**src/rtl/mux_serializer.sv**
```systemverilog
// Parallel-to-serial vector streamer: captures a DIM-element signed vector and emits
// L elements one per handshake, ascending or descending, with zero-bubble reload.
module mux_serializer #(
  parameter int unsigned WIDTH     = 16,
  parameter int unsigned DIM       = 8,
  parameter int unsigned SEL_WIDTH = $clog2(DIM)
) (
  input  logic                        clk,
  input  logic                        rst,
  input  logic signed [WIDTH-1:0]     in [DIM],
  input  logic                        in_valid,
  output logic                        in_ready,
  input  logic                        dir_in,
  input  logic        [SEL_WIDTH:0]   len_in,
  output logic signed [WIDTH-1:0]     out_data,
  output logic        [SEL_WIDTH-1:0] out_idx,
  output logic                        out_valid,
  input  logic                        out_ready,
  output logic                        out_last
);

  localparam logic [SEL_WIDTH:0]   DimLen = (SEL_WIDTH+1)'(DIM);
  localparam logic [SEL_WIDTH:0]   LenOne = (SEL_WIDTH+1)'(1);
  localparam logic [SEL_WIDTH-1:0] IdxOne = SEL_WIDTH'(1);

  typedef enum logic {StIdle, StStream} state_e;

  state_e                     state_q, state_d;
  logic signed [WIDTH-1:0]    data_q [DIM];
  logic signed [WIDTH-1:0]    data_d [DIM];
  logic                       dir_q, dir_d;
  logic        [SEL_WIDTH-1:0] end_idx_q, end_idx_d;
  logic        [SEL_WIDTH-1:0] out_idx_q, out_idx_d;
  logic signed [WIDTH-1:0]    out_data_q, out_data_d;
  logic                       out_valid_q, out_valid_d;
  logic                       out_last_q, out_last_d;

  logic                       accept, handshake;
  logic        [SEL_WIDTH:0]   eff_len;
  logic        [SEL_WIDTH-1:0] first_idx, last_idx, next_idx;

  assign in_ready  = !rst && ((state_q == StIdle) || (out_valid_q && out_ready && out_last_q));
  assign accept    = in_valid && in_ready;
  assign handshake = out_valid_q && out_ready;

  // A zero or oversized length means "the whole vector".
  assign eff_len   = ((len_in == '0) || (len_in > DimLen)) ? DimLen : len_in;
  assign first_idx = dir_in ? SEL_WIDTH'(eff_len - LenOne) : '0;
  assign last_idx  = dir_in ? '0 : SEL_WIDTH'(eff_len - LenOne);
  assign next_idx  = dir_q ? (out_idx_q - IdxOne) : (out_idx_q + IdxOne);

  always_comb begin
    state_d     = state_q;
    data_d      = data_q;
    dir_d       = dir_q;
    end_idx_d   = end_idx_q;
    out_idx_d   = out_idx_q;
    out_data_d  = out_data_q;
    out_valid_d = out_valid_q;
    out_last_d  = out_last_q;

    // Accept only happens in STREAM together with the last handshake, so it takes priority.
    if (accept) begin
      state_d     = StStream;
      data_d      = in;
      dir_d       = dir_in;
      end_idx_d   = last_idx;
      out_idx_d   = first_idx;
      out_data_d  = in[first_idx];
      out_valid_d = 1'b1;
      out_last_d  = (eff_len == LenOne);
    end else if (handshake) begin
      if (out_last_q) begin
        state_d     = StIdle;
        out_valid_d = 1'b0;
        out_last_d  = 1'b0;
      end else begin
        out_idx_d  = next_idx;
        out_data_d = data_q[next_idx];
        out_last_d = (next_idx == end_idx_q);
      end
    end
  end

  always_ff @(posedge clk) begin
    if (rst) begin
      state_q     <= StIdle;
      for (int k = 0; k < DIM; k++) begin
        data_q[k] <= '0;
      end
      dir_q       <= 1'b0;
      end_idx_q   <= '0;
      out_idx_q   <= '0;
      out_data_q  <= '0;
      out_valid_q <= 1'b0;
      out_last_q  <= 1'b0;
    end else begin
      state_q     <= state_d;
      data_q      <= data_d;
      dir_q       <= dir_d;
      end_idx_q   <= end_idx_d;
      out_idx_q   <= out_idx_d;
      out_data_q  <= out_data_d;
      out_valid_q <= out_valid_d;
      out_last_q  <= out_last_d;
    end
  end

  assign out_data  = out_data_q;
  assign out_idx   = out_idx_q;
  assign out_valid = out_valid_q;
  assign out_last  = out_last_q;

endmodule

```
**config.mk**
```make
export PLATFORM = sky130hd
export DESIGN_NAME = mux_serializer
export DESIGN_NICKNAME = d
export VERILOG_FILES = /design/src/rtl/mux_serializer.sv
export SDC_FILE = /design/constraint.sdc
export NUM_CORES = 1
export LEC_CHECK = 0
export CAP_MARGIN = 25
export CORE_MARGIN = 5
export CORE_UTILIZATION = 47
export CTS_CLUSTER_SIZE = 40
export DETAILED_ROUTE_END_ITERATION = 8
export HOLD_SLACK_MARGIN = 0.06
export PLACE_DENSITY = 0.77
export SLEW_MARGIN = 15
export SYNTH_ARGS = -nofsm -noshare
export SYNTH_HDL_FRONTEND = slang
export SYNTH_SLANG_ARGS = --single-unit
```
**constraint.sdc**
```tcl
create_clock -name clk -period 3.2 [get_ports clk]
set_input_delay 0.8 -clock clk [delete_from_list [all_inputs] [get_ports clk]]
set_output_delay 0.8 -clock clk [all_outputs]
set_load 0.005 [all_outputs]
```
==> results.md, run 1 <==
- Status: completed
- GRT overflow: 0
- Ports: 159
- Max cap viols: 0
- CP Max Fanout: 11
- Max VDD drop: 0.000437 V
- Final Net Count: 1,169
- IO buf count: 158
- Net Switching: 1430 uW
- Final instance area: 10,600 sq um
- CP peak stage delay: 0.49 ns
- Tmin final: 2.98 ns
- Post-route DRC: 0
- Leakage: 0.00400 uW
- CP arrival: 3.29 ns
- Seq cells post-synth: 153
- CTS Hold Bufs: 0
- Seq pwr share: 38.5%
- Total die area: 19,900 sq um
- Post-CTS Setup Bufs: 0
- Post-CTS Resized: 0
- Mean Syn Cell Area: 8.95 sq um
- Crit-path leading delay family: compound AO/OA/AOI/OAI gates
- Std-Cell Rows: 47
- Antenna cells: 0
- Worst-margin pin slew: 0.932 ns
- Fraction of layout cells with a size suffix above 1: 13.4%
- Met2 usage: 42.6%
- Vias per cell: 5.73
- Top Usage Layer GRT: met2
- Footprint of the multi-input gates: 4670 sq um
- Post-synthesis sequential area ratio: 38.0%
- Worst path cell trace: clkdlybuf4s50_1 -> nand2b_1 -> ha_1 -> nand2_1 -> o21ai_4 -> buf_4 -> mux4_2 -> a221oi_1 -> a2111oi_2
- GR Util met1: 32.2%
- Hold Path Origin: data_q[6]
- H-tree depth: 4
- Fin. max-slew vios: 0
- DR iter-0 viols: 677
- CTS buffer count: 17
- Core footprint: 16,700 sq um
- Syn. warnings: 0
- Final Cycle Share: 93.3%
- FMAX: 0.335 GHz
- Post-DRT Antenna Nets: 0
- WL final: 25.8 mm
- Later-pin clock latency in the skew report: 0.43 ns
- Cell Area, Synth: 8060 sq um
- Slew headroom: 37.8%
- Net count after synthesis: 1,041
- Critical path type: input pin to flop
- Avg WL per Cell: 20.4 microns
- Hold Crit Class: flop to flop
- Area Overhead vs Synth: 31.7%
- Unrepaired setup endpoints after global routing: no
- Crit start category: input pin
- Vias: 7,229
- Pin count of the biggest net entering global routing: 118
- Async SR Flop Fraction: 0%
- Clk buf depth: 2
- CP Launch Point: len_in[3]
- Met3 Usage GRT: 6.06%
- Clk sinks: 153
- P per Cell Area: 524 nW/um^2
- Gr usage total: 26.0%
- Vias in the first global route: 7,384
- Placed cell area: 9910 sq um
- Hold Violations, Final: 0
- CP endpoint kind: flop
- Combinational fraction of design power: 19.7%
- Switching part of the total: 25.7%
- Final Wtd Congestion: 0.906
- Die X: 141 microns
- Skew final: 0.00719 ns
- Initial Util: 48.3%
- Setup-failing EPs final: 0
- Bufs and invs on worst path: 2
- CTS clk-pin slew, worst paths: 0.06 ns
- Distinct cells, synth: 41
- Final core utilization: 63.5%
- Most used DFF post-synth: dfxtp_1
- Post-synth EDFFs: 0
- Die Y: 141 microns
- HPWL after DPL: 18.0 mm
- Int Pwr: 4130 uW
- Pre-antenna DRT Iters: 5
- CP max stage cell: mux4_2
- Seq. cell area: 3060 sq um
- Clock power share: 41.8%
- CTS tree: yes
- Post-Syn Instances: 901
- Critical R2R Launch: out_idx[0]
- Filler Cells Inserted: 1,386
- Clock root cell: clkbuf_16
- Antenna violations before repair: 0
- Critical path data required time: 3.51 ns
- First-pass GRT wire length: 39.9 mm
-- cells by family after synthesis --
| group | share of synthesized area, % |
|---|---|
| compound gates | 12.9 |
| xor+xnor | 0.761 |
| simple gates | 27.6 |
| fa+ha+maj | 0.559 |
| buf+inv | 4.28 |
| flops | 38.0 |
| mux | 15.9 |
-- cells in the final DEF (no fill, tap or decap), types with 3 or more instances in the layout --
cell,synthesis,routed
mux4_2,45,45
nand2b_1,103,103
bufinv_16,0,6
nor2_1,27,26
dfxtp_1,153,152
a21o_1,16,16
buf_12,0,7
nor3_1,3,3
nand2_1,227,227
buf_4,1,23
clkbuf_16,0,17
o21ai_0,70,70
a2111oi_2,11,11
a2111oi_1,4,4
a211oi_1,16,16
mux4_1,3,3
xnor2_1,4,4
nand3b_1,60,60
a221oi_1,18,18
clkdlybuf4s50_1,0,157
nor2b_1,17,17
mux2_2,16,16
a21oi_1,5,5
-- per-layer routing --
layer | wire [microns] | share of wire, %
met4 | 1230 | 4.8
met2 | 12300 | 48
met3 | 2160 | 8.4
met5 | 0 | 0
met1 | 10100 | 39
-- worst reg2reg max path: stages, from the launching register on --
cell and delay (ns):
dfxtp_2 0.34, fa_1 0.56, buf_4 0.34, mux4_2 0.57
nor2b_1 0.14, a211oi_1 0.33, a2111oi_2 0.09
-- synth_stat cells (4+ instances only) --
cell type	instances	area, sq um
nand2_1	227	852
dfxtp_1	153	3060
nand2b_1	103	644
o21ai_0	70	350
clkbuf_1	60	225
nand3b_1	60	450
mux4_2	45	1010
nor2_1	27	101
a221oi_1	18	158
nor2b_1	17	106
a211oi_1	16	120
a21o_1	16	120
mux2_2	16	180
a2111oi_2	11	165
buf_2	11	55.1
a21oi_1	5	25.0
a2111oi_1	4	40.0
xnor2_1	4	35.0
-- through the flow --
step                      hold WS, ns  power [uW]  std cells  TNS (ns)  setup slack (ns)
after CTS                       0.471        5560       1261         0             0.183
after global routing            0.485        5750       1262         0            0.0474
after floorplan                 0.446        2770        901         0            0.0312
after global placement          0.456        3240       1229     -2.16            -0.194
final                           0.470        5560       1262         0             0.215
after detailed placement        0.460        3250       1229     -3.19            -0.274
-- path summary, 6_finish.rpt --
kind / endpoint / slack [ns] / depth (start not counted)
worst min register to register: data_q[6] / 0.47 / 2
worst min-delay path: data_q[6] / 0.47 / 2
worst max register to register: out_data[11] / 0.71 / 6
worst max-delay path: out_data[13] / 0.22 / 9
-- power groups by stage --
stage / Clock, uW / Combinational, uW / Sequential (uW)
2_1_floorplan: 0 / 615 / 2150
3_3_place_gp: 0 / 1070 / 2170
3_5_place_dp: 0 / 1080 / 2180
4_1_cts: 2330 / 1090 / 2140
5_1_grt: 2430 / 1170 / 2150
6_report: 2320 / 1100 / 2140
-- layout make-up --
class	instances	area share, %
inverter	2	0.0707
clock inverter	11	2.05
sequential	153	28.9
multi-input combinational	667	44.1
tap	220	2.59
timing repair buffer	188	18.0
clock buffer	21	4.34
-- registers in the layout (all words and copies together) (netlist names) --
name / count
out_last: 1
end_idx_q: 3
data_q: 128
dir_q: 1
out_valid: 1
out_data: 16
out_idx: 3
Power figures use the tool's default switching activity.
==> inputs of run 2 (changes only) <==
--- a/config.mk
+++ b/config.mk
@@ -5,13 +5,15 @@
 export SDC_FILE = /design/constraint.sdc
 export NUM_CORES = 1
 export LEC_CHECK = 0
+export ABC_AREA = 1
 export CAP_MARGIN = 25
+export CELL_PAD_IN_SITES_DETAIL_PLACEMENT = 0
+export CELL_PAD_IN_SITES_GLOBAL_PLACEMENT = 1
 export CORE_MARGIN = 5
-export CORE_UTILIZATION = 47
-export CTS_CLUSTER_SIZE = 40
+export CORE_UTILIZATION = 33
 export DETAILED_ROUTE_END_ITERATION = 8
 export HOLD_SLACK_MARGIN = 0.06
-export PLACE_DENSITY = 0.77
+export PLACE_DENSITY_LB_ADDON = 0.1
 export SLEW_MARGIN = 15
 export SYNTH_ARGS = -nofsm -noshare
 export SYNTH_HDL_FRONTEND = slang
==> results.md, run 2 <==
- Max VDD drop: 0.000262 V
- Hold Crit Class: flop to flop
- Yosys top cell area share: 36.5%
- Post-route DRC: 0
- Largest family of logic cells by synthesized area: simple AND/OR/NAND/NOR gates
- Vias per cell: 5.19
- Mean Syn Cell Area: 6.39 sq um
- Tmin final: 2.87 ns
- DR iter-0 viols: 957
- Syn. warnings: 0
- IO buf count: 158
- Distinct cells, synth: 33
- CTS tree: yes
- Final WS setup: 0.332 ns
- Filler Cells Inserted: 2,755
- Most used DFF post-synth: dfxtp_1
- Vias in the first global route: 9,054
- GRT overflow: 0
- Worst Hold Depth: 2
- Final Net Count: 1,565
- Commonest non-fill, non-tap cell in the layout: nand3_1
- Max reg flops: 128
- Skew final: 0.00888 ns
- First-pass GRT wire length: 55.1 mm
- Final instance area: 11,000 sq um
- Final Cycle Share: 89.6%
- Later-pin clock latency in the skew report: 0.43 ns
- Initial Util: 33.4%
- Pre-antenna DRT Iters: 5
- Simple-Gate Fraction of Synth Area: 33.8%
- Status: completed
- CTS buffer count: 17
- Ports: 159
- Vias: 9,167
- Synth Area in XOR/XNOR: 0.522%
- Largest Register: data_q
- Non-filler cells, final: 1,767
- R2r worst-path depth: 11
- Post-CTS Setup Bufs: 0
- Total die area: 28,700 sq um
- H-tree depth: 4
- Slew headroom: 48.6%
- Area contributors post-synth: dfxtp_1, nand3_1, o21ai_0
- Die X: 170 microns
- Max cap viols: 0
- Unrepaired setup endpoints after global routing: no
- HPWL after DPL: 24.9 mm
- Pre-CTS setup slack: -0.0514 ns
- Clk buf depth: 2
- Post-synthesis sequential area ratio: 36.5%
- Clock root cell: clkbuf_16
- R2R Path End: out_data[15]
- Post-CTS Resized: 0
- Antenna violations before repair: 0
- Worst-margin pin slew: 0.771 ns
- Synth top cells by count: nand3_1, nand2_1, o21ai_0
- Leakage: 0.00491 uW
- Antenna cells: 0
- P per Cell Area: 513 nW/um^2
- Fin. max-slew vios: 0
- Pin count of the biggest net entering global routing: 146
- Adder-cell area share of the yosys netlist: 0.536%
- Placed cell area: 10,400 sq um
- Critical path data required time: 2.40 ns
- Most frequent cell after synthesis: nand3_1
- Async SR Flop Fraction: 0%
- Area Overhead vs Synth: 31.1%
- Critical path type: input pin to primary output
- Gr usage total: 25.0%
- Crit start category: input pin
- CP endpoint kind: primary output
- Post-Syn Instances: 1,314
- Cell Area, Synth: 8400 sq um
- Mux share of post-synthesis cell area: 0%
- CP arrival: 2.07 ns
- Synth Area in Compound Gates: 14.8%
- CTS clk-pin slew, worst paths: 0.06 ns
- Leading area contributor after synthesis: dfxtp_1
- Avg WL per Cell: 20.3 microns
- Hold Path Origin: end_idx_q[0]
- Critical R2R Launch: out_idx[1]
- Post-DRT Antenna Nets: 0
- Clk sinks: 153
- Worst Hold End: end_idx_q[0]
- Post-synth EDFFs: 0
- Fraction of layout cells with a size suffix above 1: 5.92%
- FMAX: 0.349 GHz
- Final setup TNS: 0 ns
- CTS Hold Bufs: 0
- Seq cells post-synth: 153
- CP Max Fanout: 2
- Dpl cells: 1,736
- Core footprint: 25,100 sq um
- Setup-failing EPs final: 0
- Final Wtd Congestion: 0.850
- Hold Violations, Final: 0
- Net count after synthesis: 1,454
- Most frequent cells in the layout: nand3_1, nand2_1, o21ai_0
- Die Y: 170 microns
- Std-Cell Rows: 58
- R2R setup slack: 0.82 ns
- WL final: 35.9 mm
==> run 2: report_power, final <==
part	internal, uW	switching [uW]	total, uW	leakage, uW
Sequential	2050	89.6	2140	0.00126
Clock	1400	853	2260	0.000303
Combinational	482	770	1250	0.00335
==> run 2: critical path: stages <==
cell             delay [ns]
clkdlybuf4s50_1        0.48
nand2_1                0.05
nand2_1                0.08
nand2_1                0.10
inv_1                  0.07
clkdlybuf4s50_1        0.49
==> run 2: cells by family after synthesis <==
logic type                 Yosys count
and+or+nand+nor                    622
buffers and inverters              289
AOI/OAI and AO/OA                  242
DFF                                153
xor gates and xnor gates             5
adders and majority gates            3
==> run 2: stage by stage <==
| step | total power [uW] | util, % | hold WS, ns |
|---|---|---|---|
| after global placement | 3430 | 41.3 | 0.458 |
| after global routing | 5890 | 43.8 | 0.506 |
| final | 5650 | 43.8 | 0.478 |
| after floorplan | 2810 | - | 0.448 |
| after detailed placement | 3430 | 41.3 | 0.466 |
| after CTS | 5680 | 43.8 | 0.479 |
==> run 2: worst max path at each step <==
stage / start / to / depth (start not counted)
floorplan: len_in[0] / out_data[4] / 15
global placement: len_in[0] / out_data[12] / 18
detailed placement: len_in[0] / out_data[12] / 18
CTS: out_ready / in_ready / 6
global route: len_in[0] / out_data[12] / 18
finish: out_ready / in_ready / 6
==> run 2: layout make-up <==
type                    instances  area [sq um]  area share, %
multi-input cells             872          4170           37.9
flip-flops and latches        153          3060           27.8
repair buffers                200          2030           18.4
inverters                     181           687           6.24
clock buffers                  20           447           4.06
well taps                     330           413           3.75
clock inverters                11           195           1.77
==> run 2: layer usage <==
metal | track usage [%] | vias up | wire (microns)
met1 | 35.2 | 4258 | 16700
met3 | 5.10 | 42 | 2520
met5 | 0 | - | 0
met4 | 8.93 | 0 | 1140
met2 | 38.0 | 340 | 15500
li1 | - | 4527 | -
==> inputs of run 3 (changes only) <==
--- a/config.mk
+++ b/config.mk
@@ -12,7 +12,7 @@
 export CORE_MARGIN = 5
 export CORE_UTILIZATION = 33
 export DETAILED_ROUTE_END_ITERATION = 8
-export HOLD_SLACK_MARGIN = 0.06
+export HOLD_SLACK_MARGIN = 0.1
 export PLACE_DENSITY_LB_ADDON = 0.1
 export SLEW_MARGIN = 15
 export SYNTH_ARGS = -nofsm -noshare
==> results of run 3 <==
Final layout, timing and power as in run 2 (identical DEF).
